`src/rtl/mccu.sv`:
```
// mccu: multi-cycle CPU control unit.
// Steps each instruction through IF/ID/EX/MEM/WB and talks to one shared
// memory over a req/ack handshake. A request that waits MEM_TIMEOUT cycles
// without an ack parks the FSM in FAULT until reset. MEM_TIMEOUT = 0 turns
// the timeout off.
// Optional feature: define MCCU_PERF_CNT_EN to add the retired_cnt
// instruction counter (CNT_W bits wide). Without the macro there is no
// counter and no port.
module mccu #(
  parameter int MEM_TIMEOUT = 16
`ifdef MCCU_PERF_CNT_EN
  ,
  parameter int CNT_W = 32
`endif
) (
  input  logic        clk,
  input  logic        rst,
  input  logic [11:0] op,
  input  logic        alu_zero,
  input  logic        mem_ack,
  output logic        mem_req,
  output logic        cu_iord,
  output logic        cu_wmem,
  output logic        ir_we,
  output logic        pc_we,
  output logic [1:0]  cu_pcsource,
  output logic        cu_wreg,
  output logic        cu_m2reg,
  output logic        cu_shift,
  output logic        cu_aluimm,
  output logic        cu_sext,
  output logic [3:0]  cu_aluc,
  output logic        illegal,
  output logic        fault,
  output logic [2:0]  state
`ifdef MCCU_PERF_CNT_EN
  ,
  output logic [CNT_W-1:0] retired_cnt
`endif
);

  typedef enum logic [2:0] {
    S_IF    = 3'd0,
    S_ID    = 3'd1,
    S_EX    = 3'd2,
    S_MEM   = 3'd3,
    S_WB    = 3'd4,
    S_FAULT = 3'd7
  } state_t;

  // The wait counter counts 0..MEM_TIMEOUT-1; reaching the last value with
  // no ack is the timeout.
  localparam int WAIT_W = (MEM_TIMEOUT > 1) ? $clog2(MEM_TIMEOUT) : 1;
  localparam logic [WAIT_W-1:0] WAIT_LAST =
    WAIT_W'((MEM_TIMEOUT > 0) ? (MEM_TIMEOUT - 1) : 0);

  state_t              state_reg;
  state_t              state_next;
  logic [WAIT_W-1:0]   wait_cnt_reg;
  logic                fault_reg;

  logic [5:0] opcode;
  logic [5:0] funct;
  assign opcode = op[11:6];
  assign funct  = op[5:0];

  // Decoded instruction class and ALU controls
  logic       dec_legal;
  logic       dec_nop;
  logic       dec_j;
  logic       dec_beq;
  logic       dec_bne;
  logic       dec_lw;
  logic       dec_sw;
  logic [3:0] dec_aluc;
  logic       dec_shift;
  logic       dec_aluimm;
  logic       dec_sext;

  // Decode the IR: instruction class plus the EX-stage ALU controls
  always_comb begin
    dec_legal  = 1'b0;
    dec_nop    = 1'b0;
    dec_j      = 1'b0;
    dec_beq    = 1'b0;
    dec_bne    = 1'b0;
    dec_lw     = 1'b0;
    dec_sw     = 1'b0;
    dec_aluc   = 4'b0000;
    dec_shift  = 1'b0;
    dec_aluimm = 1'b0;
    dec_sext   = 1'b0;
    case (opcode)
      6'b000000: begin
        // Only the all-zero word is a nop; other funct values are illegal
        if (funct == 6'b000000) begin
          dec_legal = 1'b1;
          dec_nop   = 1'b1;
        end
      end
      6'b000001: begin
        dec_legal = 1'b1;
        case (funct)
          6'b000001: dec_aluc = 4'b0000;
          6'b000010: dec_aluc = 4'b0001;
          6'b000100: dec_aluc = 4'b0010;
          6'b001000: dec_aluc = 4'b0011;
          6'b010000: dec_aluc = 4'b0100;
          default:   dec_legal = 1'b0;
        endcase
      end
      6'b000010: begin
        dec_legal = 1'b1;
        dec_shift = 1'b1;
        case (funct)
          6'b000001: dec_aluc = 4'b0101;
          6'b000010: dec_aluc = 4'b0110;
          6'b000011: dec_aluc = 4'b0111;
          default: begin
            dec_legal = 1'b0;
            dec_shift = 1'b0;
          end
        endcase
      end
      6'b000101: begin
        dec_legal  = 1'b1;
        dec_aluimm = 1'b1;
        dec_sext   = 1'b1;
        dec_aluc   = 4'b0000;
      end
      6'b001001: begin
        dec_legal  = 1'b1;
        dec_aluimm = 1'b1;
        dec_aluc   = 4'b0010;
      end
      6'b001010: begin
        dec_legal  = 1'b1;
        dec_aluimm = 1'b1;
        dec_aluc   = 4'b0011;
      end
      6'b001110: begin
        dec_legal  = 1'b1;
        dec_aluimm = 1'b1;
        dec_aluc   = 4'b1000;
      end
      6'b001100: begin
        dec_legal  = 1'b1;
        dec_lw     = 1'b1;
        dec_aluimm = 1'b1;
        dec_sext   = 1'b1;
        dec_aluc   = 4'b0000;
      end
      6'b001101: begin
        dec_legal  = 1'b1;
        dec_sw     = 1'b1;
        dec_aluimm = 1'b1;
        dec_sext   = 1'b1;
        dec_aluc   = 4'b0000;
      end
      6'b001111: begin
        dec_legal = 1'b1;
        dec_beq   = 1'b1;
        dec_aluc  = 4'b0001;
      end
      6'b010000: begin
        dec_legal = 1'b1;
        dec_bne   = 1'b1;
        dec_aluc  = 4'b0001;
      end
      6'b010010: begin
        dec_legal = 1'b1;
        dec_j     = 1'b1;
      end
      default: dec_legal = 1'b0;
    endcase
  end

  // A memory request is outstanding in IF and MEM. An ack in the same
  // cycle the counter reaches its limit still completes the request.
  logic in_req;
  logic time_out;
  assign in_req   = (state_reg == S_IF) || (state_reg == S_MEM);
  assign time_out = (MEM_TIMEOUT != 0) && in_req && !mem_ack &&
                    (wait_cnt_reg == WAIT_LAST);

  // Next-state selection
  always_comb begin
    state_next = state_reg;
    case (state_reg)
      S_IF: begin
        if (mem_ack)       state_next = S_ID;
        else if (time_out) state_next = S_FAULT;
      end
      S_ID: begin
        if (!dec_legal || dec_nop || dec_j) state_next = S_IF;
        else                                state_next = S_EX;
      end
      S_EX: begin
        if (dec_beq || dec_bne)    state_next = S_IF;
        else if (dec_lw || dec_sw) state_next = S_MEM;
        else                       state_next = S_WB;
      end
      S_MEM: begin
        if (mem_ack)       state_next = dec_sw ? S_IF : S_WB;
        else if (time_out) state_next = S_FAULT;
      end
      S_WB:    state_next = S_IF;
      S_FAULT: state_next = S_FAULT;
      default: state_next = S_IF;
    endcase
  end

  // Datapath strobes; all of them drop while rst is high so that nothing
  // in flight (pc_we, cu_wreg, mem_req) leaks out of an aborted instruction
  always_comb begin
    mem_req     = 1'b0;
    cu_iord     = 1'b0;
    cu_wmem     = 1'b0;
    ir_we       = 1'b0;
    pc_we       = 1'b0;
    cu_pcsource = 2'b00;
    cu_wreg     = 1'b0;
    cu_m2reg    = 1'b0;
    cu_shift    = 1'b0;
    cu_aluimm   = 1'b0;
    cu_sext     = 1'b0;
    cu_aluc     = 4'b0000;
    illegal     = 1'b0;
    if (!rst) begin
      case (state_reg)
        S_IF: begin
          mem_req = 1'b1;
          if (mem_ack) begin
            ir_we = 1'b1;
            pc_we = 1'b1;
          end
        end
        S_ID: begin
          if (!dec_legal) begin
            illegal = 1'b1;
          end else if (dec_j) begin
            pc_we       = 1'b1;
            cu_pcsource = 2'b10;
          end
        end
        S_EX: begin
          cu_aluc   = dec_aluc;
          cu_shift  = dec_shift;
          cu_aluimm = dec_aluimm;
          cu_sext   = dec_sext;
          if (dec_beq) begin
            pc_we       = alu_zero;
            cu_pcsource = 2'b01;
          end else if (dec_bne) begin
            pc_we       = !alu_zero;
            cu_pcsource = 2'b01;
          end
        end
        S_MEM: begin
          mem_req = 1'b1;
          cu_iord = 1'b1;
          cu_wmem = dec_sw;
        end
        S_WB: begin
          cu_wreg  = 1'b1;
          cu_m2reg = dec_lw;
        end
        default: ;
      endcase
    end
  end

  assign state = rst ? 3'd0 : state_reg;
  assign fault = fault_reg & ~rst;

  // FSM state, wait counter and sticky fault flag
  always_ff @(posedge clk) begin
    if (rst) begin
      state_reg    <= S_IF;
      wait_cnt_reg <= '0;
      fault_reg    <= 1'b0;
    end else begin
      state_reg <= state_next;
      if (state_next != state_reg || mem_ack) begin
        wait_cnt_reg <= '0;
      end else if (in_req && MEM_TIMEOUT != 0) begin
        wait_cnt_reg <= wait_cnt_reg + WAIT_W'(1);
      end
      if (state_next == S_FAULT) begin
        fault_reg <= 1'b1;
      end
    end
  end

`ifdef MCCU_PERF_CNT_EN
  logic [CNT_W-1:0] retired_reg;

  // Count every return to IF from a later stage (illegal ops included)
  always_ff @(posedge clk) begin
    if (rst) begin
      retired_reg <= '0;
    end else if ((state_reg == S_ID || state_reg == S_EX ||
                  state_reg == S_MEM || state_reg == S_WB) &&
                 state_next == S_IF) begin
      retired_reg <= retired_reg + CNT_W'(1);
    end
  end

  assign retired_cnt = retired_reg;
`endif

endmodule
```
`config.mk`:
```
export PLATFORM = sky130hd
export DESIGN_NAME = mccu
export DESIGN_NICKNAME = d
export VERILOG_FILES = /design/src/rtl/mccu.sv
export SDC_FILE = /design/constraint.sdc
export NUM_CORES = 1
export LEC_CHECK = 0
export ABC_AREA = 1
export BUFFER_PORTS_ARGS = -buffer_cell sky130_fd_sc_hd__buf_2
export CAP_MARGIN = 15
export CORE_MARGIN = 5
export CORE_UTILIZATION = 46
export CTS_BUF_LIST = sky130_fd_sc_hd__clkbuf_2 sky130_fd_sc_hd__clkbuf_4 sky130_fd_sc_hd__clkbuf_8
export CTS_CLUSTER_DIAMETER = 100
export DETAILED_ROUTE_END_ITERATION = 10
export PLACE_DENSITY = 0.78
export SYNTH_ARGS = -nofsm -noshare
export SYNTH_HDL_FRONTEND = slang
export SYNTH_SLANG_ARGS = --single-unit
```
`constraint.sdc`:
```
create_clock -name clk -period 1.3 [get_ports clk]
set_input_delay 0.26 -clock clk [delete_from_list [all_inputs] [get_ports clk]]
set_output_delay 0.26 -clock clk [all_outputs]
set_load 0.02 [all_outputs]
```
==> results by group, run 1 <==
Status
  – Exit stage: clock tree synthesis
  – Log Error: [ERROR DPL-0033] detailed placement checks failed during check placement.
  – Outcome: stopped before the end

Clock tree
  – Clock Root Buffer: sky130_fd_sc_hd__clkbuf_4
  – TritonCTS buffer count: 3
  – Setup bufs post-CTS: 16
  – Sinks on Clock Net: 8
  – Post-cts resize count: 96
  – CTS H-tree lvls: 1
  – Number of hold buffers added after CTS: 0
  – Buffer levels on the longest clock path: 2

Place
  – RePlAce Congestion: about 0.85
  – Number of cells in the design after placement: approximately 300
  – DP HPWL: around 2.8 mm
  – Worst setup slack after placement: -0.436 ns
  – Area of placed instances: approximately 0.0017 mm^2
  – Number of port buffers: 36

Synthesis
  – Summed instance area of the synthesized netlist: between 0.001 and 0.0015 mm^2
  – Netlist cell types: 26
  – Area share of the largest cell type after synthesis: 0.153
  – Synth top area cells: sky130_fd_sc_hd__nor2_1 (15%), sky130_fd_sc_hd__dfxtp_1 (15%), sky130_fd_sc_hd__nand2_1 (11%), sky130_fd_sc_hd__inv_1 (8.9%), sky130_fd_sc_hd__nand3_1 (8.6%)
  – Number of nets produced by synthesis: a little over 200
  – Adder-cell share of the synthesized area: 0.0119
  – Dominant combinational cell family by area after synthesis: simple AND/OR/NAND/NOR gates
  – Synthesized area per cell: between 5 and 6 um^2
  – Part of the Yosys area used for sequential elements: 0.152
  – Compound-cell area share of the yosys netlist: 0.0904
  – Multiplexer share of the synthesized area: 0.00951
  – Synth warnings: 0
  – Simple-gate portion of the synthesized area: 0.586
  – FF+latch count, synth: 8
  – Post-synthesis cell type with the largest combined area: sky130_fd_sc_hd__nor2_1
  – Post-synthesis xor/xnor area fraction: 0.0250
  – Gate count after technology mapping: 189

Floorplan
  – Number of placed I/O pins: 37
  – Number of standard-cell rows in the floorplan: 17
  – Die outline height: around 58 um
  – Overall die width: roughly 58 um
  – Initial cell density of the core: 0.480
-- cell usage after synthesis --
| cell | n |
|---|---|
| sky130_fd_sc_hd__a21oi_1 | 7 |
| sky130_fd_sc_hd__a31oi_1 | 1 |
| sky130_fd_sc_hd__clkbuf_1 | 2 |
| sky130_fd_sc_hd__nand2_2 | 4 |
| sky130_fd_sc_hd__inv_1 | 25 |
| sky130_fd_sc_hd__nand2_4 | 2 |
| sky130_fd_sc_hd__nand3_1 | 18 |
| sky130_fd_sc_hd__nor4_1 | 1 |
| sky130_fd_sc_hd__nor3_2 | 1 |
| sky130_fd_sc_hd__nand4_1 | 6 |
| sky130_fd_sc_hd__nand2_1 | 32 |
| sky130_fd_sc_hd__ha_1 | 1 |
| sky130_fd_sc_hd__nor3_1 | 5 |
| sky130_fd_sc_hd__a21oi_2 | 2 |
| sky130_fd_sc_hd__a211oi_1 | 1 |
| sky130_fd_sc_hd__mux2i_1 | 1 |
| sky130_fd_sc_hd__dfxtp_1 | 8 |
| sky130_fd_sc_hd__o21ai_0 | 4 |
| sky130_fd_sc_hd__xor2_1 | 1 |
| sky130_fd_sc_hd__nor2_1 | 43 |
| sky130_fd_sc_hd__inv_2 | 8 |
| sky130_fd_sc_hd__xnor2_1 | 2 |
| sky130_fd_sc_hd__nor2_4 | 3 |
| sky130_fd_sc_hd__nand3_2 | 6 |
| sky130_fd_sc_hd__o21ai_2 | 1 |
| sky130_fd_sc_hd__nor2_2 | 4 |
-- per-stage QoR --
stage          setup TNS, ns  hold slack [ns]
3_5_place_dp           -5.45            0.525
2_1_floorplan         -0.531            0.503
3_3_place_gp           -4.79            0.521
-- kinds of logic after synthesis --
group / after synthesis
mux: 1
compound gates: 16
fa+ha+maj: 1
buf+inv: 35
simple gates: 125
flops: 8
xor+xnor: 3
==> inputs of run 2 (changes only) <==
- CORE_AREA: unset -> 5 5 66 68
- CORE_MARGIN: 5 -> unset
- CORE_UTILIZATION: 46 -> unset
- CTS_BUF_LIST: sky130_fd_sc_hd__clkbuf_2 sky130_fd_sc_hd__clkbuf_4 sky130_fd_sc_hd__clkbuf_8 -> unset
- CTS_CLUSTER_DIAMETER: 100 -> unset
- DIE_AREA: unset -> 0 0 71 73
- PLACE_DENSITY: 0.78 -> unset
- PLACE_DENSITY_LB_ADDON: unset -> 0.15
- clock period: 1.3 -> 1.7 ns (I/O delays scaled with it)
==> run 2 against run 1 <==
The flow now finishes, with violations (setup timing). Synthesized cell count did not move. Synthesized area did not move.
==> results by group, run 2 <==
Status
  – Outcome: finished, violations left
  – Violated checks: setup timing

GRT
  – Initial antenna violation count: 0
  – Overall global routing resource usage: 0.123
  – Total global routing overflow: 0
  – Global-route wire length before repair: about 5.4 mm
  – Pin count of the biggest net entering global routing: 13
  – Number of global-route vias before repair: 1,363

Floorplan
  – Floorplan Core Area: 0.00380 mm^2
  – Initial cell density of the core: 0.277
  – Number of placed I/O pins: 37
  – Floorplan die area: 0.00518 mm^2
  – Overall die width: around 70 um
  – Die outline height: 73 um
  – Number of standard-cell rows in the floorplan: 23

Worst setup path
  – Type of origin of the critical path: input port
  – Logic depth of the worst register-to-register path: 13
  – Start-to-end type of the worst setup path: input port to primary output
  – Largest driver fanout on the critical path: 6
  – Required time at the worst-slack endpoint: about 1.4 ns
  – Nature of the critical path endpoint: primary output
  – Arrival @ worst endpoint: roughly 1.4 ns

Detailed routing
  – Via-to-Cell Ratio: about 4.7
  – Count of antenna-violating nets left after detailed routing: 0
  – Detailed-routing iteration count for the pre-antenna-repair pass: 4
  – Number of DRC markers after the initial detailed-route iteration: between 40 and 50
  – Vias: between 1,000 and 1,500
  – Post-DR wirelength/cell: roughly 12 um
  – Total wire length: between 3 and 4 mm
  – Remaining routing DRC violations: 0

Synthesis
  – Number of nets produced by synthesis: ~210
  – Synth warnings: 0
  – Top-count cell post-synth: sky130_fd_sc_hd__nor2_1
  – Synth top cells by count: sky130_fd_sc_hd__nor2_1 (43), sky130_fd_sc_hd__nand2_1 (32), sky130_fd_sc_hd__inv_1 (25)
  – FF+latch count, synth: 8
  – Synth async-reset ratio: 0
  – Area share of the largest cell type after synthesis: 0.153
  – Gate count after technology mapping: approximately 190
  – Netlist cell types: 26
  – Part of the Yosys area used for sequential elements: 0.152
  – Number of enable-type register cells in the synthesized netlist: 0
  – Synth top area cells: sky130_fd_sc_hd__nor2_1 (15%), sky130_fd_sc_hd__dfxtp_1 (15%), sky130_fd_sc_hd__nand2_1 (11%), sky130_fd_sc_hd__inv_1 (8.9%), sky130_fd_sc_hd__nand3_1 (8.6%)
  – Summed instance area of the synthesized netlist: about 0.0011 mm^2
  – Ys flop type: sky130_fd_sc_hd__dfxtp_1
  – Synthesized area per cell: 5.57 um^2
  – Post-synthesis cell type with the largest combined area: sky130_fd_sc_hd__nor2_1

Power
  – Pwr Total: ~770 uW
  – Leakage power summed over all cells: 0.961 nW
  – Worst vdd rail ir drop: approximately 0.15 mV
  – Total power per unit cell area: 380 mW/mm^2

STA
  – Setup_tns: -0.280 ns
  – Final setup violation count: 7
  – Least-Margin Pin Slew: about 0.26 ns
  – Hold Violations, Final: 0
  – Final cycle utilization of the critical path: 1.04
  – Setup repair after global routing missed its margin: yes
  – Fmax achieved: around 0.57 GHz
  – Count of pins over their slew limit: 0
  – Slew headroom: 0.828
  – Setup ws final: -0.0693 ns
  – Min cycle time layout: approximately 1.8 ns
  – Final hold slack: 0.385 ns
  – Final Skew: 0.00231 ns

Run
  – # Max-Cap Violations: 0

Clock tree
  – Clock transition at the registers of the reported paths: approximately 0.040 ns
  – Clock Root Buffer: sky130_fd_sc_hd__clkbuf_8
  – TritonCTS buffer count: 3
  – Clock insertion delay at the later pin of the skew report: around 0.22 ns
  – Sinks on Clock Net: 8
  – CTS tree: yes
  – CTS H-tree lvls: 1
  – Buffer levels on the longest clock path: 2

Final layout
  – Most frequent cells in the layout: sky130_fd_sc_hd__buf_4 (35), sky130_fd_sc_hd__nor2_1 (32), sky130_fd_sc_hd__inv_1 (20)
  – Fraction of final layout cells sized beyond drive strength 1: 0.593
  – Post-layout util: 0.531
  – Most common cell after layout, fill and taps aside: sky130_fd_sc_hd__buf_4
  – Area added between synthesis and finish: 91.8%
  – Final Net Count: roughly 280
  – Largest register FFs: 4
  – Ant diodes: 0

Place
  – Number of port buffers: 36
  – RePlAce Congestion: 0.785
  – DP HPWL: roughly 2.6 mm

Min path
  – Number of cells on the worst hold path: 2
  – Hold/Removal Path Class: input port to flip-flop
[run 2: cell counts after synthesis]
Identical to the previous run, type by type.
[run 2: path summary, 6_finish.rpt]
kind | start | endpoint | slack [ns]
max reg2reg | state_reg[2] | wait_cnt_reg[3] | 0.11
min | rst | state_reg[1] | 0.39
max | op[11] | cu_aluc[0] | -0.07
min reg2reg | wait_cnt_reg[1] | wait_cnt_reg[1] | 0.53
[run 2: through the flow]
step / setup WS (ns) / area [um^2] / std cells
after floorplan: 0.0443 / 1060 / 189
after global placement: -0.199 / 1470 / 296
after detailed placement: -0.165 / 1470 / 296
after CTS: -0.0684 / 1720 / 307
after global routing: -0.133 / 2020 / 313
final: -0.0693 / 2020 / 313
[run 2: report_power, final]
group          internal [mW]  switching [mW]  leakage, nW
Sequential             0.195         0.00981       0.0668
Clock                  0.153          0.0687       0.0216
Combinational          0.153           0.189        0.873
Total                  0.500           0.267        0.961
[run 2: critical path, cell delays in order]
cell and delay, ns:
sky130_fd_sc_hd__buf_8 0.10, sky130_fd_sc_hd__nor2_4 0.20, sky130_fd_sc_hd__nand2_1 0.12, sky130_fd_sc_hd__o21ai_0 0.23
sky130_fd_sc_hd__o21ai_2 0.13, sky130_fd_sc_hd__nor2_1 0.14, sky130_fd_sc_hd__buf_4 0.16
[run 2: area by class of cell]
cell class	count	area [um^2]
multi-input cells	146	1010
clock buffers	3	41.3
fillers	399	1780
flip-flops and latches	8	169
well taps	50	62.6
inverters	33	144
repair buffers	73	592
[run 2: cells by family (layout without fill, tap and decap cells)]
kind of cell,count (synthesis),count (layout),synth area share
XOR/XNOR,3,3,0.0250
adder cells (fa/ha/maj),1,1,0.0119
multiplexers,1,1,0.00951
flip-flops,8,8,0.152
buffers and inverters,35,109,0.125
AO/OA/AOI/OAI,16,16,0.0904
AND/OR/NAND/NOR,125,125,0.586
[run 2: per-layer routing]
metal  GRT usage  wire length (um)
met1       0.137              1400
met2       0.244              2060
met3      0.0248               159
met4      0.0188                 0
met5           0                 0
[run 2: what timing repair did]
action | CTS | global route
gates resized for setup | 52 | 64
pin swaps | 14 | 20
buffers inserted | 9 | 8
hold buffers | 0 | 0
endpoints found under the setup margin | 12 | 16
Power figures use the tool's default switching activity.
==> inputs of run 3 (changes only) <==
- SETUP_SLACK_MARGIN: unset -> 0.2
==> run 3 against run 2 <==
Final cell count up 1.9%. Setup slack better by 0.015 ns. Sequential share of layout area down 0.65 points. Critical path depth up 2. Combinational power up 9.4%. Via count down 0.27%. First-iteration DRC count down 4.7%. Highest routed layer is now met4. Critical path type unchanged. Global-route usage up 1.7 points. Largest cell class unchanged. Sequential power about the same. The flow still finishes with violations (setup timing).
==> results by group, run 3 (synthesized netlist as in run 2, its figures left out) <==
Clock tree
  – Buffer levels on the longest clock path: 2
  – Clock transition at the registers of the reported paths: approximately 0.040 ns
  – Number of hold buffers added after CTS: 0
  – Clock insertion delay at the later pin of the skew report: between 0.2 and 0.25 ns
  – Sinks on Clock Net: 8
  – Clock Root Buffer: sky130_fd_sc_hd__clkbuf_8
  – CTS tree: yes
  – CTS H-tree lvls: 1
  – TritonCTS buffer count: 3

STA
  – Fmax achieved: about 0.57 GHz
  – Setup ws final: -0.0544 ns
  – Hold Violations, Final: 0
  – Slew headroom: 0.819
  – Setup repair after global routing missed its margin: yes
  – Final Skew: between 0.0015 and 0.002 ns
  – Least-Margin Pin Slew: ~0.27 ns
  – Count of pins over their slew limit: 0
  – Setup_tns: -0.179 ns
  – Min cycle time layout: around 1.8 ns
  – Final cycle utilization of the critical path: 1.03
  – Final setup violation count: 5

GRT
  – Pin count of the biggest net entering global routing: 17
  – Total global routing overflow: 0
  – Overall global routing resource usage: 0.140
  – Number of global-route vias before repair: about 1,400
  – Global-route wire length before repair: 5.98 mm
  – Initial antenna violation count: 0

Final layout
  – Area of all placed cells without fillers: ~0.0022 mm^2
  – Count of filler cells inserted in the layout: approximately 360
  – Largest register FFs: 4
  – Most frequent cells in the layout: sky130_fd_sc_hd__buf_4 (36), sky130_fd_sc_hd__nor2_1 (25), sky130_fd_sc_hd__buf_6 (24)
  – Final Net Count: between 200 and 300
  – Post-layout util: 0.571
  – Ant diodes: 0
  – Multi-input gate area in the final layout: 0.00105 mm^2
  – Most common cell after layout, fill and taps aside: sky130_fd_sc_hd__buf_4
  – Fraction of final layout cells sized beyond drive strength 1: 0.625
  – Area added between synthesis and finish: 106%
  – Register area: 168 um^2

Floorplan
  – Number of standard-cell rows in the floorplan: 23
  – Floorplan die area: 0.00518 mm^2
  – Die outline height: ~73 um
  – Number of placed I/O pins: 37
  – Initial cell density of the core: 0.277
  – Overall die width: approximately 70 um
  – Floorplan Core Area: between 0.003 and 0.004 mm^2

Worst setup path
  – Arrival @ worst endpoint: around 1.4 ns
  – Endpoint of the lowest-slack register-to-register path: wait_cnt_reg[1]
  – Start-to-end type of the worst setup path: input port to primary output
  – CP most frequent cell: sky130_fd_sc_hd__nor2_4
  – Largest driver fanout on the critical path: 8
  – CP Cell Sequence: buf_8 > nor2_4 > nand2_2 > nor2_4 > nor2_4 > nand2_4 > o21ai_4 > a21oi_2 > buf_6
  – Number of buffers and inverters on the critical path: 2
  – Launch point of the worst path: op[11]
  – Endpoint of the most critical setup path: cu_aluc[1]
  – Nature of the critical path endpoint: primary output
  – Stage delay of the slowest cell on the critical path: about 0.22 ns
  – Type of origin of the critical path: input port
  – Reg2reg start: state_reg[1]
  – Critical path depth: 9
  – Slowest cell on the critical path: sky130_fd_sc_hd__nor2_4
  – Internal reg-to-reg setup slack: around 0.15 ns
  – Required time at the worst-slack endpoint: roughly 1.4 ns
  – Dominant delay contributor by cell family on the critical path: simple AND/OR/NAND/NOR gates
  – Logic depth of the worst register-to-register path: 13

Detailed routing
  – Total wire length: between 3 and 4 mm
  – Detailed-routing iteration count for the pre-antenna-repair pass: 4
  – Via-to-Cell Ratio: 4.56
  – Count of antenna-violating nets left after detailed routing: 0
  – Vias: approximately 1,500
  – Number of DRC markers after the initial detailed-route iteration: 41
  – Remaining routing DRC violations: 0
  – Post-DR wirelength/cell: ~12 um

Run
  – # Max-Cap Violations: 0

Power
  – Worst vdd rail ir drop: ~0.15 mV
  – Leakage power summed over all cells: ~1 nW
  – Pwr Total: roughly 800 uW
  – Total power per unit cell area: 367 mW/mm^2

Place
  – RePlAce Congestion: 0.810
  – Number of port buffers: 36
  – DP HPWL: ~2.8 mm
  – Area of placed instances: between 0.0015 and 0.002 mm^2

Min path
  – Hold/Removal Path Class: flip-flop to flip-flop
  – Number of cells on the worst hold path: 2

Status
  – Outcome: finished, violations left
  – Violated checks: setup timing
[run 3: changes by cell type in the layout (fill, tap and decap cells not counted), moves of 3 or more]
cell,change
sky130_fd_sc_hd__nand2_1,+3
sky130_fd_sc_hd__nor2_1,-7
sky130_fd_sc_hd__buf_2,-5
sky130_fd_sc_hd__nor2_2,+5
sky130_fd_sc_hd__buf_6,+9
[run 3: final cells by class]
| cell class | count | share of cell area |
|---|---|---|
| multi-input combinational | 146 | 0.486 |
| timing repair buffer | 79 | 0.318 |
| sequential | 8 | 0.0772 |
| inverter | 33 | 0.0709 |
| tap | 50 | 0.0288 |
| clock buffer | 3 | 0.0190 |
[run 3: worst min-delay path by stage]
stage,endpoint,slack (ns),startpoint
global placement,wait_cnt_reg[3],0.53,wait_cnt_reg[3]
floorplan,wait_cnt_reg[1],0.50,wait_cnt_reg[1]
finish,wait_cnt_reg[1],0.54,wait_cnt_reg[1]
detailed placement,wait_cnt_reg[1],0.53,wait_cnt_reg[1]
CTS,wait_cnt_reg[1],0.54,wait_cnt_reg[1]
global route,wait_cnt_reg[1],0.57,wait_cnt_reg[1]
[run 3: per-stage QoR]
| stage | worst slack [ns] | hold slack, ns | instances |
|---|---|---|---|
| floorplan | 0.109 | 0.503 | 189 |
| global placement | -0.151 | 0.534 | 300 |
| detailed placement | -0.161 | 0.534 | 300 |
| CTS | -0.0631 | 0.540 | 315 |
| global route | -0.108 | 0.571 | 319 |
| finish | -0.0544 | 0.536 | 319 |
[run 3: layer usage]
metal / vias to the layer above / share of wire / global-route usage / wire [um]
met2: 32 / 0.52 / 0.267 / 1970
met1: 658 / 0.42 / 0.162 / 1590
li1: 764 / - / - / -
met4: 0 / 0.0045 / 0.0355 / 17
met3: 2 / 0.052 / 0.0207 / 198
met5: - / 0 / 0 / 0
[run 3: what timing repair did]
item / 4_1_cts / 5_1_grt
setup endpoints to repair: 20 / 24
setup buffers: 12 / 4
gates resized for setup: 90 / 51
pin swaps: 23 / 17
[run 3: report_power, final]
part           internal [mW]  total, mW  leakage (nW)  switching, mW
combinational          0.170      0.374         0.926          0.204
clock                  0.153      0.222        0.0216         0.0690
sequential             0.194      0.201        0.0665        0.00701
total                  0.517      0.797          1.01          0.280
[run 3: worst register-to-register path: cells and delay by family, from the launching register on]
family	cells	cell delay, ns
AND/OR/NAND/NOR	11	0.84
flip-flops	1	0.37
buffers and inverters	2	0.23
